### config.mk
export PLATFORM = sky130hd
export DESIGN_NAME = user_entry_flat
export DESIGN_NICKNAME = d
export VERILOG_FILES = /design/src/rtl/user_entry_if.sv /design/src/rtl/user_entry.sv /design/src/flat_wrapper.sv
export SDC_FILE = /design/constraint.sdc
export NUM_CORES = 1
export LEC_CHECK = 0
export CORE_ASPECT_RATIO = 0.8
export CORE_MARGIN = 3
export CORE_UTILIZATION = 40
export CTS_CLUSTER_DIAMETER = 30
export DETAILED_ROUTE_END_ITERATION = 16
export PLACE_DENSITY_LB_ADDON = 0.1
export SLEW_MARGIN = 20
export SYNTH_ARGS = -nofsm -noshare
export SYNTH_HDL_FRONTEND = slang
export SYNTH_SLANG_ARGS = --single-unit
export TNS_END_PERCENT = 50
### constraint.sdc
create_clock -name clk -period 1.65 [get_ports clk]
set_input_delay 0.2475 -clock clk [delete_from_list [all_inputs] [get_ports clk]]
set_output_delay 0.2475 -clock clk [all_outputs]
set_load 0.01 [all_outputs]
### src/rtl/user_entry_if.sv
// rtl/user_entry_if.sv - switch/button entry bus between the board inputs and the guess assembler
interface user_entry_if;
  logic        enable;
  logic [3:0]  sw;
  logic        btn_digit;
  logic        btn_back;
  logic        btn_clear;
  logic        btn_enter;
  logic [15:0] userInt;
  logic [2:0]  digit_count;
  logic        submit;
  logic        busy;

  modport master (
    output enable, sw, btn_digit, btn_back, btn_clear, btn_enter,
    input  userInt, digit_count, submit, busy
  );

  modport slave (
    input  enable, sw, btn_digit, btn_back, btn_clear, btn_enter,
    output userInt, digit_count, submit, busy
  );
endinterface

### src/rtl/user_entry.sv
// rtl/user_entry.sv - debounced four-button hex guess entry with IDLE/ENTRY/DONE sequencing
module user_entry #(
  parameter int unsigned DEBOUNCE_CYCLES = 50000
) (
  input logic        clk,
  input logic        rst,
  user_entry_if.slave ue
);
  localparam logic [15:0] DB_LAST = 16'(DEBOUNCE_CYCLES - 1);

  typedef enum logic [1:0] {IDLE, ENTRY, DONE} state_t;

  // button bit order: [0]=digit [1]=back [2]=clear [3]=enter
  logic [3:0]  btn_raw, sync1, sync2, deb, deb_q, press;
  logic [15:0] db_cnt [4];

  state_t      state, state_n;
  logic [15:0] value, value_n;
  logic [2:0]  count, count_n;
  logic        submit, submit_n;

  assign btn_raw = {ue.btn_enter, ue.btn_clear, ue.btn_back, ue.btn_digit};

  always_ff @(posedge clk) begin
    if (!rst) begin
      sync1 <= '0;
      sync2 <= '0;
      deb   <= '0;
      deb_q <= '0;
      for (int i = 0; i < 4; i++) db_cnt[i] <= '0;
    end else begin
      sync1 <= btn_raw;
      sync2 <= sync1;
      deb_q <= deb;
      // deb flips only after sync2 has disagreed for DEBOUNCE_CYCLES straight cycles
      for (int i = 0; i < 4; i++) begin
        if (sync2[i] != deb[i]) begin
          if (db_cnt[i] == DB_LAST) begin
            deb[i]    <= sync2[i];
            db_cnt[i] <= '0;
          end else begin
            db_cnt[i] <= db_cnt[i] + 16'd1;
          end
        end else begin
          db_cnt[i] <= '0;
        end
      end
    end
  end

  assign press = deb & ~deb_q;

  always_ff @(posedge clk) begin
    if (!rst) begin
      state  <= IDLE;
      value  <= '0;
      count  <= '0;
      submit <= 1'b0;
    end else begin
      state  <= state_n;
      value  <= value_n;
      count  <= count_n;
      submit <= submit_n;
    end
  end

  always_comb begin
    state_n  = state;
    value_n  = value;
    count_n  = count;
    submit_n = 1'b0;
    case (state)
      IDLE: begin
        if (ue.enable) begin
          state_n = ENTRY;
          value_n = '0;
          count_n = '0;
        end
      end
      ENTRY: begin
        if (!ue.enable) begin
          state_n = IDLE;
          value_n = '0;
          count_n = '0;
        end else if (press[2]) begin
          value_n = '0;
          count_n = '0;
        end else if (press[1]) begin
          if (count != 3'd0) begin
            value_n = {4'h0, value[15:4]};
            count_n = count - 3'd1;
          end
        end else if (press[0]) begin
          if (count != 3'd4) begin
            value_n = {value[11:0], ue.sw};
            count_n = count + 3'd1;
          end
        end else if (press[3]) begin
          if (count == 3'd4) begin
            submit_n = 1'b1;
            state_n  = DONE;
          end
        end
      end
      DONE: begin
        if (!ue.enable) state_n = IDLE;
      end
      default: state_n = IDLE;
    endcase
  end

  assign ue.userInt     = value;
  assign ue.digit_count = count;
  assign ue.submit      = submit;
  assign ue.busy        = (state == ENTRY);
endmodule

### src/flat_wrapper.sv
// flat-port wrapper written by rule: the top's interface ports become plain ports
module user_entry_flat 
#(
  parameter int unsigned DEBOUNCE_CYCLES = 50000
)
  (clk, rst, ue_enable, ue_sw, ue_btn_digit, ue_btn_back, ue_btn_clear, ue_btn_enter, ue_userInt, ue_digit_count, ue_submit, ue_busy);
  user_entry_if ue_i ();
  input logic clk;
  input logic rst;
  input wire logic [$bits(ue_i.enable)-1:0] ue_enable;
  input wire logic [$bits(ue_i.sw)-1:0] ue_sw;
  input wire logic [$bits(ue_i.btn_digit)-1:0] ue_btn_digit;
  input wire logic [$bits(ue_i.btn_back)-1:0] ue_btn_back;
  input wire logic [$bits(ue_i.btn_clear)-1:0] ue_btn_clear;
  input wire logic [$bits(ue_i.btn_enter)-1:0] ue_btn_enter;
  output wire logic [$bits(ue_i.userInt)-1:0] ue_userInt;
  output wire logic [$bits(ue_i.digit_count)-1:0] ue_digit_count;
  output wire logic [$bits(ue_i.submit)-1:0] ue_submit;
  output wire logic [$bits(ue_i.busy)-1:0] ue_busy;
  assign ue_i.enable = ue_enable;
  assign ue_i.sw = ue_sw;
  assign ue_i.btn_digit = ue_btn_digit;
  assign ue_i.btn_back = ue_btn_back;
  assign ue_i.btn_clear = ue_btn_clear;
  assign ue_i.btn_enter = ue_btn_enter;
  assign ue_userInt = ue_i.userInt;
  assign ue_digit_count = ue_i.digit_count;
  assign ue_submit = ue_i.submit;
  assign ue_busy = ue_i.busy;
  user_entry #(.DEBOUNCE_CYCLES(DEBOUNCE_CYCLES)) u_core (.clk(clk), .rst(rst), .ue(ue_i));
endmodule
Word-level counts from Yosys, hierarchy flattened
Memory sizes are Yosys's and may differ from the RTL's.
Cells that the tools add are included.
- bitwise operators: 18
- equal/unequal tests: 22
- muxes and demuxes: 83
- add/subtract/negate cells: 6
- reduce and logical (&&, ||, !) cells: 10
- operator list (operator ; number):
    16-bit 2-to-1 mux ; 19
    16-bit by 1-bit adder with 16-bit output (second input constant) ; 4
    16-bit == test (second input constant) ; 4
    1-bit 2-to-1 mux ; 46
    16-bit case mux with 2 select lines ; 1
    3-bit 2-to-1 mux ; 7
    2-bit 2-to-1 mux ; 8
    3-bit inequality test (second input constant) ; 4
    1-bit OR ; 12
    5-bit by 2-bit inequality test with 1-bit output (second input constant) ; 2
    2-bit AND reduction ; 4
    7-bit AND reduction ; 1
    7-bit OR reduction ; 1
    3-bit by 2-bit inequality test with 1-bit output (second input constant) ; 2
    2-bit case mux with 3 select lines ; 1
    3-bit case mux with 2 select lines ; 1
    5-bit by 4-bit inequality test with 1-bit output (second input constant) ; 1
    5-bit AND reduction ; 1
    4-bit bitwise AND ; 1
    1-bit inequality test ; 4
    2-bit inequality test (second input constant) ; 2
    1-bit inverter ; 4
    4-bit inverter ; 1
    3-bit by 1-bit adder with 3-bit output (second input constant) ; 1
    7 further kinds ; 7
- register bits after elaboration: 38
- memories: 1
- bits of input ports: 11
- logic and storage cells: 151
- output and inout port bits: 21
- memory bits (writable): 64
- memories (memory ; depth ; bits a word ; read ports ; clocked after Yosys merged registers in ; write ports ; line ; text):
    u_core.db_cnt ; 4 ; 16 ; 4 ; 0 ; 4 ; user_entry.sv:15 ; logic [15:0] db_cnt [4];

Depth between registers and ports, before layout
- depth after elaboration: 8
- gate-level depth with buffers: 8

Worst setup path after synthesis
OpenSTA, ideal clock, no wires.
- path type: register to register
- start point: mem u_core.db_cnt[3][0]
- end point: mem u_core.db_cnt[3][10], data pin
- setup time: 138 ps
- required time: 1512 ps
- period minus slack after synthesis: 1649 ps
- stages on the path, launching flop included: 8
- arrival time: 1511 ps
- path slack: 1 ps
- cell sequence: edfxtp_1 > ha_1 > and3_1 > buf_2 > nand3_1 > nand3_1 > buf_2 > nor2_1
- RTL lines (element ; line):
    start: declaration ; user_entry.sv:15

==> reports/qor_table.md <==
| Group | Quantity | Value |
| --- | --- | --- |
| clock tree | Reg clk slew, reported paths | 0.07 ns |
| synth | Post-synth EDFFs | 64 |
| global route | Global Route Usage Sum | 14.2% |
| synth | Post-synth cell types | 45 |
| power | Pwr/cell area | 790 nW/um^2 |
| final layout | Synthesis-to-finish area growth | 32.2% |
| drt | WL per Instance | 12.5 um |
| synth | Area contributors post-synth | edfxtp_1 39%, dfxtp_1 15%, nor2_1 5.8% |
| critical path | Arr. time, crit path | 1.68 ns |
| final layout | Finished layout cell area | 6590 um^2 |
| synth | Main synth FF type | edfxtp_1 |
| synth | Share of async-settable or async-resettable flops after synthesis | 0% |
| drt | Via density per instance | 4.71 |
| floorplan | Cell Rows | 35 |
| global route | First-pass GRT wire length | 16000 um |
| placed design | Instance area at placement | 6030 um^2 |
| critical path | Critical path launch point type | flip-flop |
| min path | Endpoint of the worst hold-timing path | u_core.sync2[3] |
| synth | Cells after synthesis | 467 |
| global route | Remaining Overflow, GRT | 0 |
| power | Leak | 2.56 nW |
| global route | Pin count of the biggest net entering global routing | 20 |
| power | Overall power | 5.21 mW |
| drt | Starting DRT DRC Count | 154 |
| drt | Length of the first detailed-routing pass in iterations | 6 |
| timing | Setup Total Neg Slack | 0 ns |
| global route | Vias in the first global route | 3474 |
| final layout | Commonest non-fill, non-tap cells in the layout | 77 x nor2_1, 64 x edfxtp_1, 64 x conb_1 |
| critical path | Endpoint of the worst-slack reg-to-reg timing path | u_core.db_cnt[2][14] |
| min path | Worst min-delay path category | flip-flop to flip-flop |
| timing | Final number of hold-violating endpoints | 0 |
| critical path | Critical path capture point type | flip-flop |
| floorplan | Initial Util | 42.1% |
| global route | Number of antenna violations at the first check in global routing | 0 |
| status | Run status | finished, final reports clean |
| run | Max-cap violations | 0 |
| synth | Proportion of synthesized chip area in sequential cells | 53.8% |
| final layout | Inserted Diodes | 0 |
| timing | Clock Skews | 0.00782 ns |
| synth | Post-synthesis cell area | 4980 um^2 |
| min path | Hold-critical path depth | 1 |
| clock tree | Worst-skew pair later-pin latency | 0.34 ns |
| timing | Final count of negative-setup-slack endpoints | 0 |
| clock tree | Maximum root-to-sink buffer count | 2 |
| critical path | Critical register-to-register path startpoint | u_core.db_cnt[2][4] |
| timing | Post-route minimum period | 1.58 ns |
| critical path | Critical Path RT | 1.75 ns |
| floorplan | Total Die Area | 13800 um^2 |
| floorplan | Width of the chip | 131 um |
| drt | DRC errors left | 0 |
| final layout | Most common cell after layout, fill and taps aside | nor2_1 |
| synth | Avg Cell Area, Syn | 10.7 um^2 |
| final layout | Net count of the finished layout | 629 |
| placed design | Post-placement worst setup slack | -0.0311 ns |
| critical path | Worst R2R Path Depth | 5 |
| drt | Count of nets left with antenna violations after detail routing | 0 |
| synth | Flop and latch count out of synthesis | 102 |
| critical path | Internal reg-to-reg setup slack | 0.07 ns |
| synth | Synthesis warning total | 0 |
| timing | Max Fclk | 0.632 GHz |
| floorplan | Core area | 11800 um^2 |
| floorplan | IO Count | 32 |
| placed design | Placer's final routability congestion estimate | 0.808 |
| critical path | Startpoint-to-endpoint class of the critical path | flip-flop to flip-flop |
| timing | Final Slew Violations | 0 |
| power | Peak VDD IR | 0.000508 V |
| placed design | Number of buffer cells added on primary ports | 31 |
| synth | Proportion of netlist area held by the largest area contributor | 38.6% |
| final layout | Fraction of layout cells with a size suffix above 1 | 20.4% |
| drt | Routed vias | 3611 |
| drt | Routed wire length | 9550 um |
| timing | Setup repair after global routing missed its margin | true |
| floorplan | Die boundary height | 106 um |
| critical path | Crit path max fanout | 4 |
| clock tree | Sink count of the clock tree | 102 |
| clock tree | Buffer type at the clock tree root | clkbuf_16 |
| clock tree | H-Tree Depth | 3 |
| timing | Hold Slack | 0.438 ns |
| timing | Share of the clock period used by the worst path | 95.8% |
| placed design | Placed wire-length estimate | 6530 um |
| clock tree | Num CTS Buffers | 9 |
| timing | Final setup margin | 0.0686 ns |
| clock tree | Hold buffer count at cts | 0 |
| synth | Cell taking the most area after synthesis | edfxtp_1 |
| min path | Min-delay src | u_core.sync1[3] |
| clock tree | Clock tree from TritonCTS | done |
## final cells by class
class,instances,area (um^2)
fillers,1071,5240
flip-flops and latches,102,2690
multi-input cells,398,2560
repair buffers,87,812
clock buffers,10,250
well taps,148,185
inverters,15,56.3
clock inverters,6,33.8
## registers in the layout (all words and copies together) (netlist names)
name,count
u_core.ue.userInt,16
u_core.state,2
u_core.sync1,4
u_core.ue.submit,1
u_core.deb,4
u_core.db_cnt,64
u_core.deb_q,4
u_core.sync2,4
u_core.ue.digit_count,3
## synthesized netlist by cell type (3+ instances only)
cell type and number:
buf_6 3, buf_2 5, mux2i_1 20, edfxtp_1 64
and4_1 3, nor4_1 7, o22ai_1 4, nand2_1 42
inv_1 15, and3_1 12, nand3_1 25, dfxtp_1 38
ha_1 4, xnor2_1 31, clkbuf_1 5, nor2b_1 5
nor2_1 77, and2_1 14, o22ai_2 10, nand4_1 14
nand4b_1 3, xor2_1 30, nor3_1 10
## logic make-up after synthesis
logic type / after synthesis / synth area share, %
and+or+nand+nor: 225 / 22.4
AOI/OAI and AO/OA: 22 / 4.27
adders and majority gates: 5 / 1.41
muxes: 20 / 4.02
other: 1 / 0.0752
DFF: 102 / 53.8
buffers and inverters: 30 / 2.99
xor gates and xnor gates: 62 / 11.0
## how the worst max path moves through the flow
stage,from,endpoint,slack [ns]
6_report,u_core.db_cnt[2][4],u_core.db_cnt[2][14],0.07
4_1_cts,u_core.db_cnt[0][7],u_core.db_cnt[0][15],0.01
3_5_place_dp,u_core.db_cnt[3][1],u_core.db_cnt[3][14],-0.03
3_3_place_gp,u_core.db_cnt[3][1],u_core.db_cnt[3][14],-0.003
5_1_grt,u_core.db_cnt[3][5],u_core.db_cnt[3][15],-0.04
2_1_floorplan,u_core.db_cnt[3][0],u_core.db_cnt[3][10],0.0009
## through the flow
stage | util [%] | std cells
floorplan | - | 530
global placement | 51.0 | 740
detailed placement | 51.0 | 740
CTS | 53.5 | 756
global route | 55.7 | 766
finish | 55.7 | 766
## repair_timing
item	CTS	global route
gates resized for setup	5	37
endpoints found under the hold margin	0	0
pin swaps	0	13
cloned	0	1
setup endpoints to repair	19	80
setup buffers	0	9
## worst max-delay path, cell delays in order (launching register included)
cell      delay [ns]
edfxtp_1        0.43
and4_2          0.30
nand2_2         0.13
nor4_4          0.27
xnor2_1         0.16
nor2_1          0.05
## metal layers
metal / track usage (%) / wire length (um)
met5: 0 / 0
met4: 3.01 / 68
met3: 4.81 / 373
met2: 20.7 / 4280
met1: 20.5 / 4820
## power by group
| part | internal, mW | switching, mW | leakage (nW) |
|---|---|---|---|
| clock network | 1.11 | 0.917 | 0.145 |
| registers | 2.78 | 0.0662 | 0.970 |
| logic | 0.168 | 0.164 | 1.45 |
| total | 4.06 | 1.15 | 2.56 |
Power figures use the tool's default switching activity.
